--- src/rtl/clk_div_pkg.sv ---
// Shared constants and the ratio clamp used by the programmable clock dividers.
package clk_div_pkg;

  localparam int unsigned RatioMin = 2;
  localparam int unsigned DefDivW  = 4;
  localparam int unsigned DefRatio = 4;

  function automatic int unsigned ratio_clamp(input int unsigned ratio);
    return (ratio < RatioMin) ? RatioMin : ratio;
  endfunction

endpackage

--- src/rtl/clk_div_n_if.sv ---
// Control and status bundle of clk_div_n; the divider itself sits on the slave side.
interface clk_div_n_if
  import clk_div_pkg::*;
#(
  parameter int unsigned DIV_W = DefDivW,
  parameter int unsigned CNT_W = 2
);

  logic             en;
  logic [DIV_W-1:0] div_ratio;
  logic             load;
  logic             clk_div;
  logic             rise_tick;
  logic [CNT_W-1:0] po_cnt;
  logic             pend;

  modport master (
    output en, div_ratio, load,
    input  clk_div, rise_tick, po_cnt, pend
  );

  modport slave (
    input  en, div_ratio, load,
    output clk_div, rise_tick, po_cnt, pend
  );

endinterface

--- src/rtl/wrap_cnt.sv ---
// Enable-driven counter that runs 0..CNT_MAX and wraps back to 0.
module wrap_cnt #(
  parameter int unsigned CNT_W   = 2,
  parameter int unsigned CNT_MAX = 3
) (
  input  logic             clk,
  input  logic             rst_n,
  input  logic             inc,
  output logic [CNT_W-1:0] cnt
);

  logic [CNT_W-1:0] cnt_q, cnt_d;

  always_comb begin
    cnt_d = cnt_q;
    if (inc) begin
      cnt_d = (cnt_q == CNT_W'(CNT_MAX)) ? '0 : cnt_q + CNT_W'(1);
    end
  end

  always_ff @(posedge clk or negedge rst_n) begin
    if (!rst_n) begin
      cnt_q <= '0;
    end else begin
      cnt_q <= cnt_d;
    end
  end

  assign cnt = cnt_q;

endmodule

--- src/rtl/clk_div_n.sv ---
// Runtime-programmable integer divider: registered divided level, rise tick and period count.
// Ratio changes are shadowed and only take effect on a period boundary or while parked.
module clk_div_n
  import clk_div_pkg::*;
#(
  parameter int unsigned DIV_W     = DefDivW,
  parameter int unsigned DEF_RATIO = DefRatio,
  parameter int unsigned CNT_W     = 2,
  parameter int unsigned CNT_MAX   = 3
) (
  input logic        clk,
  input logic        rst_n,
  clk_div_n_if.slave bus
);

  logic [DIV_W-1:0] ph_cnt_q, ph_cnt_d;
  logic [DIV_W-1:0] n_q, n_d;
  logic [DIV_W-1:0] pend_ratio_q, pend_ratio_d;
  logic             pend_q, pend_d;
  logic             clk_div_q, clk_div_d;
  logic             rise_tick_q, rise_tick_d;
  logic [DIV_W-1:0] ph_nxt;
  logic             boundary;

  always_comb begin
    ph_cnt_d     = ph_cnt_q;
    n_d          = n_q;
    pend_d       = pend_q;
    pend_ratio_d = pend_ratio_q;
    clk_div_d    = 1'b0;
    rise_tick_d  = 1'b0;
    boundary     = (ph_cnt_q == n_q - DIV_W'(1));
    ph_nxt       = boundary ? '0 : ph_cnt_q + DIV_W'(1);

    if (bus.en) begin
      ph_cnt_d    = ph_nxt;
      clk_div_d   = (ph_nxt >= (n_q >> 1));
      rise_tick_d = clk_div_d & ~clk_div_q;
    end else begin
      ph_cnt_d = '0;
    end

    // A parked divider has no period to protect, so the shadow ratio applies at once.
    if (pend_q && (boundary || !bus.en)) begin
      n_d    = pend_ratio_q;
      pend_d = 1'b0;
    end

    // Load after the apply step: a load in the boundary cycle waits for the next boundary.
    if (bus.load) begin
      pend_ratio_d = DIV_W'(ratio_clamp(32'(bus.div_ratio)));
      pend_d       = 1'b1;
    end
  end

  always_ff @(posedge clk or negedge rst_n) begin
    if (!rst_n) begin
      ph_cnt_q     <= '0;
      n_q          <= DIV_W'(DEF_RATIO);
      pend_ratio_q <= DIV_W'(DEF_RATIO);
      pend_q       <= 1'b0;
      clk_div_q    <= 1'b0;
      rise_tick_q  <= 1'b0;
    end else begin
      ph_cnt_q     <= ph_cnt_d;
      n_q          <= n_d;
      pend_ratio_q <= pend_ratio_d;
      pend_q       <= pend_d;
      clk_div_q    <= clk_div_d;
      rise_tick_q  <= rise_tick_d;
    end
  end

  wrap_cnt #(
    .CNT_W  (CNT_W),
    .CNT_MAX(CNT_MAX)
  ) u_po_cnt (
    .clk  (clk),
    .rst_n(rst_n),
    .inc  (rise_tick_q),
    .cnt  (bus.po_cnt)
  );

  assign bus.clk_div   = clk_div_q;
  assign bus.rise_tick = rise_tick_q;
  assign bus.pend      = pend_q;

endmodule

--- src/flat_wrapper.sv ---
// flat-port wrapper written by rule: the top's interface ports become plain ports
module clk_div_n_flat import clk_div_pkg::*;
#(
  parameter int unsigned DIV_W     = DefDivW,
  parameter int unsigned DEF_RATIO = DefRatio,
  parameter int unsigned CNT_W     = 2,
  parameter int unsigned CNT_MAX   = 3
)
  (clk, rst_n, bus_en, bus_div_ratio, bus_load, bus_clk_div, bus_rise_tick, bus_po_cnt, bus_pend);
  clk_div_n_if #(.DIV_W(DIV_W), .CNT_W(CNT_W)) bus_i ();
  input logic clk;
  input logic rst_n;
  input wire logic [$bits(bus_i.en)-1:0] bus_en;
  input wire logic [$bits(bus_i.div_ratio)-1:0] bus_div_ratio;
  input wire logic [$bits(bus_i.load)-1:0] bus_load;
  output wire logic [$bits(bus_i.clk_div)-1:0] bus_clk_div;
  output wire logic [$bits(bus_i.rise_tick)-1:0] bus_rise_tick;
  output wire logic [$bits(bus_i.po_cnt)-1:0] bus_po_cnt;
  output wire logic [$bits(bus_i.pend)-1:0] bus_pend;
  assign bus_i.en = bus_en;
  assign bus_i.div_ratio = bus_div_ratio;
  assign bus_i.load = bus_load;
  assign bus_clk_div = bus_i.clk_div;
  assign bus_rise_tick = bus_i.rise_tick;
  assign bus_po_cnt = bus_i.po_cnt;
  assign bus_pend = bus_i.pend;
  clk_div_n #(.DIV_W(DIV_W), .DEF_RATIO(DEF_RATIO), .CNT_W(CNT_W), .CNT_MAX(CNT_MAX)) u_core (.clk(clk), .rst_n(rst_n), .bus(bus_i));
endmodule
--- config.mk ---
export PLATFORM = sky130hd
export DESIGN_NAME = clk_div_n_flat
export DESIGN_NICKNAME = d
export VERILOG_FILES = /design/src/rtl/clk_div_pkg.sv /design/src/rtl/clk_div_n_if.sv /design/src/rtl/wrap_cnt.sv /design/src/rtl/clk_div_n.sv /design/src/flat_wrapper.sv
export SDC_FILE = /design/constraint.sdc
export NUM_CORES = 1
export LEC_CHECK = 0
export ABC_AREA = 1
export BUFFER_PORTS_ARGS = -buffer_cell sky130_fd_sc_hd__buf_4
export CORE_UTILIZATION = 40
export CTS_CLUSTER_SIZE = 8
export DETAILED_ROUTE_END_ITERATION = 8
export PLACE_DENSITY = 0.58
export SYNTH_ARGS = -nofsm -noshare
export SYNTH_HDL_FRONTEND = slang
export SYNTH_SLANG_ARGS = --single-unit
--- constraint.sdc ---
create_clock -name clk -period 2.73 [get_ports clk]
set_clock_uncertainty 0.05 [all_clocks]
set_input_delay 0.4095 -clock clk [delete_from_list [all_inputs] [get_ports clk]]
set_output_delay 0.4095 -clock clk [all_outputs]
set_load 0.005 [all_outputs]
# ---- After elaboration in Yosys (flattened, before gate mapping)
# Cells that the tools add are included.
dict set report word_totals {
  out_inout_bits 5
  input_bits 8
  ff_bits 17
  word_cells 28
}
dict set report op_classes {
  order_cmp 2
  bitwise_logic 2
  n_addsub 3
  n_mux 8
  n_eq_ne 2
  n_reduce_logical 4
}
# op count
set ops {}
lappend ops {{4-bit two-way mux} 3}
lappend ops {{4-bit by 1-bit adder with 4-bit output (second input constant)} 1}
lappend ops {{4-bit equality test} 1}
lappend ops {{4-bit by 3-bit greater-or-equal comparator with 1-bit output} 1}
lappend ops {{4-bit by 2-bit less-than comparator with 1-bit output (second input constant)} 1}
lappend ops {{1-bit two-way mux} 4}
lappend ops {{4-bit by 1-bit subtractor with 4-bit output (second input constant)} 1}
lappend ops {{2-bit by 1-bit adder with 2-bit output (second input constant)} 1}
lappend ops {{2-bit equality test (second input constant)} 1}
lappend ops {{2-bit two-way mux} 1}
lappend ops {{2-bit nonzero test} 1}
lappend ops {{1-bit bitwise AND} 1}
lappend ops {{1-bit logical AND} 1}
lappend ops {{1-bit logical NOT} 1}
lappend ops {{1-bit logical OR} 1}
lappend ops {{1-bit NOT} 1}

# ---- Longest topological paths before layout
dict set report logic_depth {
  word_depth 6
  depth_mapped 17
}

# ---- Modules after synthesis
# From an unflattened synthesis, not the netlist that was laid out.
dict set report unflattened {
  cells_unflattened 111
  hier_area_um2 933.4
}
# module cells_per_inst area_each_um2 seq_area_each_um2 n_inst
set by_module_without_submodules {}
lappend by_module_without_submodules {clk_div_n 100 840.8 377.9 1}
lappend by_module_without_submodules {wrap_cnt 11 92.6 50.0 1}

# ---- Least setup slack after synthesis
# No wires, ideal clock.
dict set report synth_timing {
  path_kind {reg2reg}
  start {register u_core.n_q[0]}
  end {register u_core.rise_tick_q, in the netlist u_core.bus.rise_tick}
  path_slack_ps 718
  stages_incl_launch_ff 14
  period_less_slack_ps 2012
  n_path_buf 0
  arrival_ps 1843
  cell_sequence {dfrtp_1 inv_1 ha_1 xor2_1 nand2_2 nor2_4 nand2_4 inv_1 nor2_1 ha_1 a21oi_1 o21bai_1 nand2_1 a21oi_2}
}
dict set report synth_via {
  elab_chain_cells 6
}
# item line_no
set synth_lines {}
lappend synth_lines {{start, declared} clk_div_n.sv:17} ;# logic [DIV_W-1:0] n_q, n_d;
lappend synth_lines {{start signal, assigned} clk_div_n.sv:59} ;# n_q <= DIV_W'(DEF_RATIO);
lappend synth_lines {{start signal, assigned} clk_div_n.sv:66} ;# n_q <= n_d;
lappend synth_lines {{4-bit by 1-bit subtractor with 4-bit output} clk_div_n.sv:32} ;# boundary = (ph_cnt_q == n_q - DIV_W'(1));
lappend synth_lines {{4-bit equality test} clk_div_n.sv:32}
lappend synth_lines {{4-bit two-way mux} clk_div_n.sv:33} ;# ph_nxt = boundary ? '0 : ph_cnt_q + DIV_W'(1);
lappend synth_lines {{4-bit by 3-bit greater-or-equal comparator with 1-bit output} clk_div_n.sv:37} ;# clk_div_d = (ph_nxt >= (n_q >> 1));
lappend synth_lines {{1-bit bitwise AND} clk_div_n.sv:38} ;# rise_tick_d = clk_div_d & ~clk_div_q;
lappend synth_lines {{1-bit two-way mux} clk_div_n.sv:35} ;# if (bus.en) begin
lappend synth_lines {{via u_core.rise_tick_d} clk_div_n.sv:21} ;# logic rise_tick_q, rise_tick_d;
lappend synth_lines {{end signal, assigned} clk_div_n.sv:70} ;# rise_tick_q <= rise_tick_d;
lappend synth_lines {{end, declared} clk_div_n.sv:21}
# The timed path passes the listed nets, and every way through them passes these cells.
# A chain may end at the register's enable or synchronous reset.

# ---- Final worst setup path
dict set report layout_timing {
  start {register u_core.n_q[0]}
  end {register u_core.clk_div_q, in the netlist u_core.bus.clk_div}
}
dict set report layout_via {
  elab_chain_cells 5
}
# item line_no
set layout_lines {}
lappend layout_lines {{4-bit by 1-bit subtractor with 4-bit output} clk_div_n.sv:32}
lappend layout_lines {{4-bit equality test} clk_div_n.sv:32}
lappend layout_lines {{4-bit two-way mux} clk_div_n.sv:33}
lappend layout_lines {{4-bit by 3-bit greater-or-equal comparator with 1-bit output} clk_div_n.sv:37}
lappend layout_lines {{1-bit two-way mux} clk_div_n.sv:35}
lappend layout_lines {{via u_core.clk_div_d} clk_div_n.sv:20} ;# logic clk_div_q, clk_div_d;
lappend layout_lines {{end signal, assigned} clk_div_n.sv:69} ;# clk_div_q <= clk_div_d;
lappend layout_lines {{end, declared} clk_div_n.sv:20}
# The timed path passes the listed nets, and every way through them passes these cells.

==> impl_metrics.tcl <==
set metrics [dict create \
    max_freq_mhz 471 \
    status "finished clean" \
    ctsResizeCount 0 \
    grt_pass1_vias 613 \
    groute.usage.overall 0.134 \
    synth_seq_cells 17 \
    crit_path_end_kind "register" \
    via_count 677 \
    h-tree-depth 1 \
    port_buffers 12 \
    post-place-cells 146 \
    cts_root_buf "clkbuf_4" \
    initial_core_util 0.421 \
    slew_viol_final 0 \
    finalNetCount 138 \
    critPathKind "reg -> reg" \
    setup_viol 0 \
    crit_path_start "u_core.n_q[0]" \
    cts_setup_buffers 0 \
    yosys.cell_types.count 21 \
    clock_tree.buffer_depth 2 \
    r2r-end "u_core.bus.clk_div" \
    io_pins 13 \
    avgRoutedWirePerCell_um 9.66 \
    area_growth_pct 17.5 \
    die-area_um2 2520 \
    rsz0062_at_grt "false" \
    antenna_left 0 \
    fin_crit_sh 0.777 \
    worst_ep_required_time_ns 2.87 \
    critPathLaunchType "register" \
    wirelength_um 1460 \
    drtIter0Drc 11 \
    grt_pass1_wl_um 2460 \
    ys.warnings.count 0 \
    dpl_cell_area_um2 1060 \
    clk_latency_ns 0.29 \
    hold_violations 0 \
    fillerInstances 221 \
    cp.arrival_ns 2.26 \
    drt_pass1_iterations 4 \
    critPathMaxFanout 5 \
    hold_class "in -> reg" \
    numCtsBuffers 3 \
    holdPathStages 3 \
    rr_startpoint "u_core.n_q[0]" \
    drc_errors 0 \
    clkSinkCount 17 \
    peakVddDrop_v 0.000490 \
    netlist_area_um2 931 \
    via_per_inst 4.48 \
    period_needed_ns 2.12 \
    design_area_um2 1090 \
    synth.avg_cell_area_um2 8.78 \
    maxCapViolCount 0 \
    synthCells 106 \
    die_w_um 50.2 \
    place.gp.congestion 0.748 \
    tns_ns 0 \
    grt-ovfl-total 0 \
    grt_max_degree 18 \
    min_delay_worst_endpoint "u_core.pend_ratio_q[3]" \
    reg2reg_slack_ns 0.61 \
    cts_tree "yes" \
    dpl.hpwl_um 1160 \
    worstMarginPinSlew_ns 0.272 \
    antenna_found_initial 0 \
    final_cell_count_no_fill 151 \
    syn-num-nets 120 \
    drive_gt1_frac 0.244 \
    rows 17 \
    seq_area_frac_synth 0.460 \
    cts.clk_slew.worst_paths_ns 0.10 \
    antennaDiodeCount 0 \
    relSlewSlack 0.819 \
    r2r_cells 14 \
    die_y_um 50.2 \
    coreArea_um2 2210 \
    worstHoldStart "bus_load" \
    power.density_nw_per_um2 799 \
    leakagePower_nw 0.609 \
]
## sequential cells by signal (all words and copies together), names as in the netlist
signal / count
u_core.u_po_cnt.cnt: 2
u_core.ph_cnt_q: 4
u_core.bus.rise_tick: 1
u_core.bus.clk_div: 1
u_core.bus.pend: 1
u_core.pend_ratio_q: 4
u_core.n_q: 4
## metrics by stage
| step | hold WS [ns] | util | worst slack, ns | power (mW) |
|---|---|---|---|---|
| finish | 0.283 | 0.494 | 0.608 | 0.873 |
| floorplan | 0.0639 | - | 0.718 | 0.641 |
| detailed placement | 0.234 | 0.477 | 0.594 | 0.752 |
| global placement | 0.235 | 0.477 | 0.645 | 0.742 |
| CTS | 0.280 | 0.494 | 0.575 | 0.889 |
| global route | 0.279 | 0.494 | 0.413 | 0.966 |
## logic make-up (layout without fill, tap and decap cells)
kind of cell	count (synthesis)	after routing	share of synthesized area
flops	17	17	0.460
fa+ha+maj	6	6	0.0806
buf+inv	16	33	0.0645
compound gates	8	8	0.0524
simple gates	53	53	0.284
xor+xnor	5	5	0.0471
mux	1	1	0.0121
## synth_stat cells, drive strengths merged
cell / n / share of area
ha: 6 / 0.081
nand2: 37 / 0.19
dfrtp: 15 / 0.40
xor2: 3 / 0.028
mux2: 1 / 0.012
o31ai: 1 / 0.0081
xnor2: 2 / 0.019
inv: 16 / 0.065
nand3: 9 / 0.054
nor2: 7 / 0.036
o21ai: 2 / 0.011
o21bai: 1 / 0.0081
a21oi: 4 / 0.026
dfstp: 2 / 0.056
## power by group
| part | leakage, nW | total, mW | switching [mW] | internal [mW] |
|---|---|---|---|---|
| Sequential | 0.208 | 0.380 | 0.0616 | 0.318 |
| Combinational | 0.382 | 0.362 | 0.187 | 0.174 |
| Clock | 0.0177 | 0.132 | 0.0776 | 0.0545 |
## area by class of cell
class	instances	area [um^2]	share of cell area
Multi-Input combinational cell	73	443	0.405
Sequential cell	17	428	0.391
Timing Repair Buffer	13	100	0.0915
Inverter	16	60.1	0.0549
Tap cell	28	35.0	0.0320
Clock buffer	3	22.5	0.0206
Clock inverter	1	5.00	0.00458
## layout by cell type, fill, tap and decap left out, types with 4 or more instances in the layout
cell     netlist  layout
nand2_1       30      30
dfrtp_1       15      15
nand3_1        8       8
buf_4          0      12
inv_1         15      15
nand2_2        4       4
ha_1           6       6
nor2_1         6       6
## worst max path at each step
stage | to | slack [ns]
after floorplan | u_core.bus.rise_tick | 0.72
after detailed placement | u_core.bus.clk_div | 0.59
after global placement | u_core.bus.rise_tick | 0.64
final | u_core.bus.clk_div | 0.61
after CTS | u_core.bus.rise_tick | 0.58
after global routing | u_core.bus.clk_div | 0.41
## metal layers
layer	vias up	routed length (um)	GRT usage
met3	5	40	0.0182
met2	12	637	0.213
met4	0	38	0.0857
met1	295	743	0.170
li1	365	-	-
met5	-	0	0
## critical path: stages, from the launching register on
cell and delay (ns):
dfrtp_1 0.37, inv_1 0.08, ha_1 0.30, xor2_1 0.19
nand2_2 0.08, nor2_4 0.12, nand2_4 0.09, nand2_1 0.08
ha_1 0.22, inv_1 0.05, nand2_1 0.06, a21oi_1 0.12
o21bai_1 0.07, nand2_1 0.09, nand2_1 0.06
## timing repair
item                                    in CTS  in global routing
hold endpoints to repair                    15                  0
hold buffers                                 1                  0
endpoints found under the setup margin       0                  0
(Power assumes the default switching activity.)
